==> src/rtl/serial_sum_pkg.sv <==
// Shared types and constants for the serial-sum arbiter.
package serial_sum_pkg;

    // Controller states; exactly one is active at a time.
    typedef enum logic [1:0] {
        IDLE  = 2'd0,
        LOAD  = 2'd1,
        SHIFT = 2'd2,
        DONE  = 2'd3
    } state_t;

    // Requester indices as carried on the grant output.
    localparam logic GRANT_0 = 1'b0;
    localparam logic GRANT_1 = 1'b1;

endpackage

==> src/rtl/serial_acc.sv <==
// Accumulator datapath: loads a+b (one bit wider, no truncation) and shifts it
// out LSB first with zero fill.
module serial_acc #(
    parameter int reglength = 3
) (
    input  logic                 clk,
    input  logic                 reset,
    input  logic                 load,
    input  logic                 shift,
    input  logic [reglength-1:0] a,
    input  logic [reglength-1:0] b,
    output logic                 sum_bit
);

    logic [reglength:0] acc;

    // Load the zero-extended sum, or shift right one place per cycle.
    always_ff @(posedge clk) begin
        if (reset) begin
            acc <= '0;
        end else if (load) begin
            acc <= {1'b0, a} + {1'b0, b};
        end else if (shift) begin
            acc <= {1'b0, acc[reglength:1]};
        end
    end

    assign sum_bit = acc[0];

endmodule

==> src/rtl/serial_sum_arbiter.sv <==
// Two-requester round-robin arbiter in front of a bit-serial adder.
// Optional feature: define SERIAL_SUM_PARITY_EN to add the result_parity output.
module serial_sum_arbiter
    import serial_sum_pkg::*;
#(
    parameter int reglength = 3
) (
    input  logic                 clk,
    input  logic                 reset,
    input  logic                 req0,
    input  logic                 req1,
    input  logic [reglength-1:0] a0,
    input  logic [reglength-1:0] b0,
    input  logic [reglength-1:0] a1,
    input  logic [reglength-1:0] b1,
    output logic                 ack0,
    output logic                 ack1,
    output logic                 grant,
    output logic                 busy,
    output logic                 sum_bit,
    output logic                 sum_valid,
    output logic [reglength:0]   result,
    output logic                 result_valid
`ifdef SERIAL_SUM_PARITY_EN
    ,
    output logic                 result_parity
`endif
);

    localparam int CW = (reglength < 1) ? 1 : $clog2(reglength + 1);
    localparam logic [CW-1:0] LAST = CW'(reglength);

    state_t                 state;
    logic [CW-1:0]          count;
    logic                   rr_ptr;
    logic                   winner;
    logic                   acc_bit;
    logic [reglength-1:0]   op_a;
    logic [reglength-1:0]   op_b;

    // Round-robin pick: a lone request wins, a tie goes to the pointer.
    always_comb begin
        winner = GRANT_0;
        if (req0 && req1) begin
            winner = rr_ptr;
        end else if (req1) begin
            winner = GRANT_1;
        end
    end

    // Operands of the granted requester feed the accumulator.
    always_comb begin
        op_a = a0;
        op_b = b0;
        if (grant == GRANT_1) begin
            op_a = a1;
            op_b = b1;
        end
    end

    serial_acc #(
        .reglength(reglength)
    ) u_acc (
        .clk    (clk),
        .reset  (reset),
        .load   (state == LOAD),
        .shift  (state == SHIFT),
        .a      (op_a),
        .b      (op_b),
        .sum_bit(acc_bit)
    );

    // Controller: state, grant, pointer, counter, result and registered flags.
    always_ff @(posedge clk) begin
        if (reset) begin
            state        <= IDLE;
            grant        <= GRANT_0;
            rr_ptr       <= GRANT_0;
            count        <= '0;
            result       <= '0;
            busy         <= 1'b0;
            sum_valid    <= 1'b0;
            result_valid <= 1'b0;
            ack0         <= 1'b0;
            ack1         <= 1'b0;
        end else begin
            case (state)
                IDLE: begin
                    if (req0 || req1) begin
                        grant <= winner;
                        busy  <= 1'b1;
                        state <= LOAD;
                    end
                end
                LOAD: begin
                    count     <= '0;
                    result    <= '0;
                    sum_valid <= 1'b1;
                    state     <= SHIFT;
                end
                SHIFT: begin
                    result[count] <= acc_bit;
                    count         <= count + 1'b1;
                    if (count == LAST) begin
                        sum_valid    <= 1'b0;
                        result_valid <= 1'b1;
                        ack0         <= (grant == GRANT_0);
                        ack1         <= (grant == GRANT_1);
                        state        <= DONE;
                    end
                end
                DONE: begin
                    result_valid <= 1'b0;
                    ack0         <= 1'b0;
                    ack1         <= 1'b0;
                    busy         <= 1'b0;
                    rr_ptr       <= (grant == GRANT_0) ? GRANT_1 : GRANT_0;
                    state        <= IDLE;
                end
                default: state <= IDLE;
            endcase
        end
    end

    assign sum_bit = sum_valid & acc_bit;

`ifdef SERIAL_SUM_PARITY_EN
    assign result_parity = result_valid & (^result);
`endif

endmodule

==> config.mk <==
export PLATFORM = sky130hd
export DESIGN_NAME = serial_sum_arbiter
export DESIGN_NICKNAME = d
export VERILOG_FILES = /design/src/rtl/serial_sum_pkg.sv /design/src/rtl/serial_acc.sv /design/src/rtl/serial_sum_arbiter.sv
export SDC_FILE = /design/constraint.sdc
export NUM_CORES = 1
export LEC_CHECK = 0
export BUFFER_PORTS_ARGS = -buffer_cell sky130_fd_sc_hd__clkbuf_2
export CORE_MARGIN = 1
export CORE_UTILIZATION = 34
export CTS_BUF_LIST = sky130_fd_sc_hd__clkbuf_8
export CTS_CLUSTER_SIZE = 28
export DETAILED_ROUTE_END_ITERATION = 8
export SLEW_MARGIN = 40
export SYNTH_ARGS = -nofsm -noshare
export SYNTH_HDL_FRONTEND = slang
export SYNTH_SLANG_ARGS = --single-unit
==> constraint.sdc <==
create_clock -name clk -period 6.2 [get_ports clk]
set_clock_uncertainty 0.15 [all_clocks]
set_input_delay 1.24 -clock clk [delete_from_list [all_inputs] [get_ports clk]]
set_output_delay 1.24 -clock clk [all_outputs]
set_load 0.01 [all_outputs]
* Yosys cells after proc, flatten, opt, wreduce, memory -nomap -nowiden
Index checks and enable logic that the tools add are counted.
Word-level totals: bits in registers 19, word-level logic and storage cells 60, output and inout bits 11, input bits 16
Operators by class: eq/ne operators 6, bitwise operators 2, reductions and logical operators 12, magnitude comparators 2, add/sub/neg operators 2, multiplexer cells 25
Operators with widths (count):
- 1-bit one-hot mux with 2 select lines | 5
- 2-bit AND reduction | 5
- 1-bit two-way mux | 9
- 4-bit two-way mux | 2
- 2-bit one-hot mux with 4 select lines | 1
- 4-bit one-hot mux with 2 select lines | 1
- 2-bit equality test (second input constant) | 3
- 3-bit two-way mux | 2
- 2-bit nonzero test | 3
- 3-bit by 3-bit adder with 4-bit output | 1
- 4-bit bitwise mux | 1
- 2-bit two-way mux | 2
- 2-bit inequality test (second input constant) | 2
- 2-bit one-hot mux with 2 select lines | 1
- 2-bit by 3-bit less-than comparator with 1-bit output (second input constant) | 1
- 2-bit by 1-bit adder with 2-bit output (second input constant) | 1
- 1-bit demux with 2-bit select | 1
- 2-bit by 1-bit equality test with 1-bit output (second input constant) | 1
- 2-bit by 1-bit greater-or-equal comparator with 1-bit output (second input constant) | 1
- 1-bit logical AND | 2
- 2-bit logical NOT | 1
- 1-bit AND | 1
- 1-bit logical OR | 1
- 1-bit NOT | 1

* Depth between registers and ports, before layout
depth in word-level cells 6, depth in mapped cells 8

* By module
From an unflattened synthesis, not the netlist that was laid out.
Unflattened totals: cells, all modules 120, area total of the unflattened synthesis 1127.3 um^2
Modules (own cells, without submodules):
- serial_sum_arbiter | area each 857.1 um^2, instances 1, cells an instance 93, sequential area each 300.3 um^2
- serial_acc | area each 270.3 um^2, instances 1, cells an instance 27, sequential area each 80.1 um^2

* Worst setup path after synthesis
OpenSTA, ideal clock, no wires.
path kind in2reg, from in a1[0], to reg u_acc.acc[1], path slack 3.560 ns, data required time 5.979 ns, data arrival time 2.419 ns, setup time 0.071 ns, stages on the path 7, cell sequence mux2_2 -> ha_1 -> inv_1 -> fa_1 -> nand2_1 -> o211ai_1 -> a21oi_1
On the way: cells in the longest elaborated chain, start to end 3
RTL lines:
- from (decl) | RTL line serial_sum_arbiter.sv:14 | input logic [reglength-1:0] a1,
- 3-bit two-way mux | RTL line serial_sum_arbiter.sv:55 | if (grant == GRANT_1) begin
- 3-bit by 3-bit adder with 4-bit output | RTL line serial_acc.sv:22 | acc <= {1'b0, a} + {1'b0, b};
- 4-bit two-way mux | RTL line serial_acc.sv:21 | end else if (load) begin
- to (signal assigned) | RTL line serial_acc.sv:22
- to (signal assigned) | RTL line serial_acc.sv:24 | acc <= {1'b0, acc[reglength:1]};
- to (decl) | RTL line serial_acc.sv:15 | logic [reglength:0] acc;
No other way between the ends. A chain may end at the register's enable or synchronous reset.

* Final worst setup path
Ends and elaborated chain as after synthesis.

==> metrics.md <==
| Metric | Value |
|---|---|
| Outcome | finished, final reports clean |
| Critical-path cell list | clkbuf_2, mux2_2, ha_1, inv_1, fa_1, nand2_1, o211ai_1, a21oi_1 |
| Final nets | 176 |
| Initial antenna violation count | 0 |
| Mapped Area | 1100 sq um |
| Tot GR Track Use | 13.4% |
| Syn Area/Cell | 9.01 sq um |
| Clock Pin Slew Worst Setup and Hold Paths | 0.08 ns |
| Number of antenna diodes | 0 |
| Area share of the largest cell type after synthesis | 34.6% |
| IO Count | 27 |
| Max incr delay on CP | about 0.40 ns |
| RSZ-0062 raised after global routing | no |
| Routed WL per cell | about 11 um |
| Netlist cell types | 31 |
| Port bufs | 26 |
| Maximum fanout along the worst path | 2 |
| Setup-failing EPs final | 0 |
| Hpwl dp | around 1600 um |
| Commonest non-fill, non-tap cell in the layout | clkbuf_2 |
| Clock power share | approximately a fifth |
| Top cells by area, synth | dfxtp_1 (35%), ha_1 (14%), a21oi_1 (5.5%) |
| Fillers | 312 |
| Num CTS Buffers | 3 |
| P_int | between 0.0002 and 0.0003 W |
| 1st-pass router iterations | 4 |
| Placed Cells | ~190 |
| Part of the Yosys area used for sequential elements | between 30% and 40% |
| # rows | 20 |
| Slew headroom | 67.3% |
| CTS-repair resized insts | 0 |
| CTS Root Cell | clkbuf_8 |
| CP required | 6.23 ns |
| Cells after Synth | 122 |
| Initial Util | ~36% |
| Post-CTS Hold Buffers | 0 |
| Post-Route WL | 2040 um |
| GRT overflow | 0 |
| CTS tree | done |
| Final hold violations | 0 |
| Max-cap violations | 0 |
| Slew @ Worst Pin | 0.491 ns |
| Clock Latency Late Sink | 0.25 ns |
| Synth warnings | 0 |
| Drt initial violations | 23 |
| #FFs+latches synth | 19 |
| Critical path's slowest cell | fa_1 |
| Drt drc | 0 |
| P&R area growth vs syn | 18.4% |
| Worst setup path class | in -> reg |
| Final period utilization | 40.8% |
| Routed via count | a little under 900 |
| DR vias/cell | 4.65 |
| Antenna Nets Post-Route | 0 |
| Switching pwr | 0.000161 W |
| Syn nets | 151 |
| Synth area leader | dfxtp_1 |
| Chip width | 58.9 um |
| Fin Setup TNS | 0 ns |
| Maximum clock frequency | 395 MHz |
| CTS Buffer Depth | 2 |
| Post-CTS Setup Inserts | 0 |
| Final Non-Filler Cells | 190 |
| Vias in the first global route | between 800 and 900 |
| Worst setup SP type | primary input |
| GPL Wtd Cong | approximately 0.76 |
| Most frequent cells in the layout | clkbuf_2 (26), dfxtp_1 (19), a21oi_1 (12), ha_1 (12), inv_1 (10) |
| Die height | 58.9 um |
| Full die area | 3470 sq um |
| Maximum VDD drop | 0.110 mV |
| Hold Path Class | reg -> reg |
| First-pass GRT wire length | 3480 um |
| Final Critical Period | 2.53 ns |
| Crit path capture type | register |
| Layout cells sized above 1 | 25.3% |
| Pin count of the biggest net entering global routing | 21 |
| Core box area | 3050 sq um |
| Comb pwr share | 41.2% |
| PD cells | 333 nW/um^2 |
| Clock Sinks | 19 |
| Net Sw Frac | 37.1% |
| Power Total | around 0.00043 W |
| WP data arrival | 2.56 ns |
| H-Tree Depth | 1 |
| Final-report max-slew violation count | 0 |
| Crit-path leading delay family | adder cells |
| Sequential share of power | roughly two fifths |
| Leak | 0.567 nW |
| Bufs and invs on worst path | 2 |
[metal layers]
metal	part of all wire (%)	global-route usage, %	up-vias
li1	-	-	469
met3	3.7	2.86	4
met1	48	14.8	390
met5	0	0	-
met4	1.8	9.86	0
met2	47	22.6	21
[final cells by class]
cell class              count  area, sq um  share of cell area [%]
inverters                  10         37.5                    2.88
flip-flops and latches     19          380                    29.2
multi-input cells          87          653                    50.1
repair buffers             26          130                    9.99
clock buffers               3         41.3                    3.17
well taps                  44         55.1                    4.23
clock inverters             1         5.00                   0.384
[worst reg2reg max path: cells and delay by family (launching register included)]
| family | cells | cell delay [ns] |
|---|---|---|
| buffers and inverters | 1 | 0.07 |
| AND/OR/NAND/NOR | 1 | 0.07 |
| AO/OA/AOI/OAI | 2 | 0.26 |
| adder cells (fa/ha/maj) | 2 | 0.61 |
| multiplexers | 1 | 0.39 |
| flip-flops | 1 | 0.58 |
[cells by family after synthesis]
| group | share of synthesized area, % |
|---|---|
| AOI/OAI and AO/OA | 15.6 |
| xor gates and xnor gates | 0.797 |
| adders and majority gates | 15.5 |
| buffers and inverters | 6.03 |
| DFF | 34.6 |
| muxes | 9.56 |
| and+or+nand+nor | 18.0 |
[path summary, 6_finish.rpt]
| check | startpoint | to | slack (ns) | cells past startpoint |
|---|---|---|---|---|
| setup / recovery | a1[0] | u_acc.acc[1] | 3.67 | 8 |
| hold / removal | ack1 | ack1 | 0.31 | 2 |
| setup reg to reg | grant | u_acc.acc[1] | 4.02 | 7 |
| hold reg to reg | ack1 | ack1 | 0.31 | 2 |
[cells in the mapped netlist (all sizes together)]
library cell and count:
buf 3, or2b 1, inv 10, or2 1
nand2 5, xnor2 1, ha 12, or4b 1
nand3b 1, o311a 1, a211oi 2, o31ai 1
mux2i 6, nor2b 5, a21oi 12, nand3 7
fa 1, nand2b 3, a41o 1, clkbuf 3
o21ai 7, a2bb2oi 1, mux2 4, nor2 8
a32oi 1, o211ai 2, nor3b 2, dfxtp 19
and2 1
[stage by stage]
step | area, sq um | setup slack, ns | hold WS (ns) | util (%)
floorplan | 1100 | 3.56 | 0.295 | -
global placement | 1260 | 3.45 | 0.292 | 41.1
detailed placement | 1260 | 3.38 | 0.299 | 41.1
CTS | 1300 | 3.65 | 0.311 | 42.7
global route | 1300 | 3.58 | 0.331 | 42.7
finish | 1300 | 3.67 | 0.311 | 42.7
[registers in the layout, indices dropped and copies added (netlist names)]
name / count
ack0: 1
u_acc.acc: 4
sum_valid: 1
ack1: 1
grant: 1
state: 2
count: 2
result: 4
rr_ptr: 1
result_valid: 1
busy: 1
[power groups by stage]
stage / sequential [W] / combinational (W) / clock [W]
2_1_floorplan: 0.000165 / 0.000143 / 0
5_1_grt: 0.000171 / 0.000204 / 0.0000932
4_1_cts: 0.000168 / 0.000180 / 0.0000902
3_3_place_gp: 0.000169 / 0.000175 / 0
3_5_place_dp: 0.000170 / 0.000179 / 0
6_report: 0.000168 / 0.000179 / 0.0000867
No activity file was read; power rests on OpenSTA's default activity.
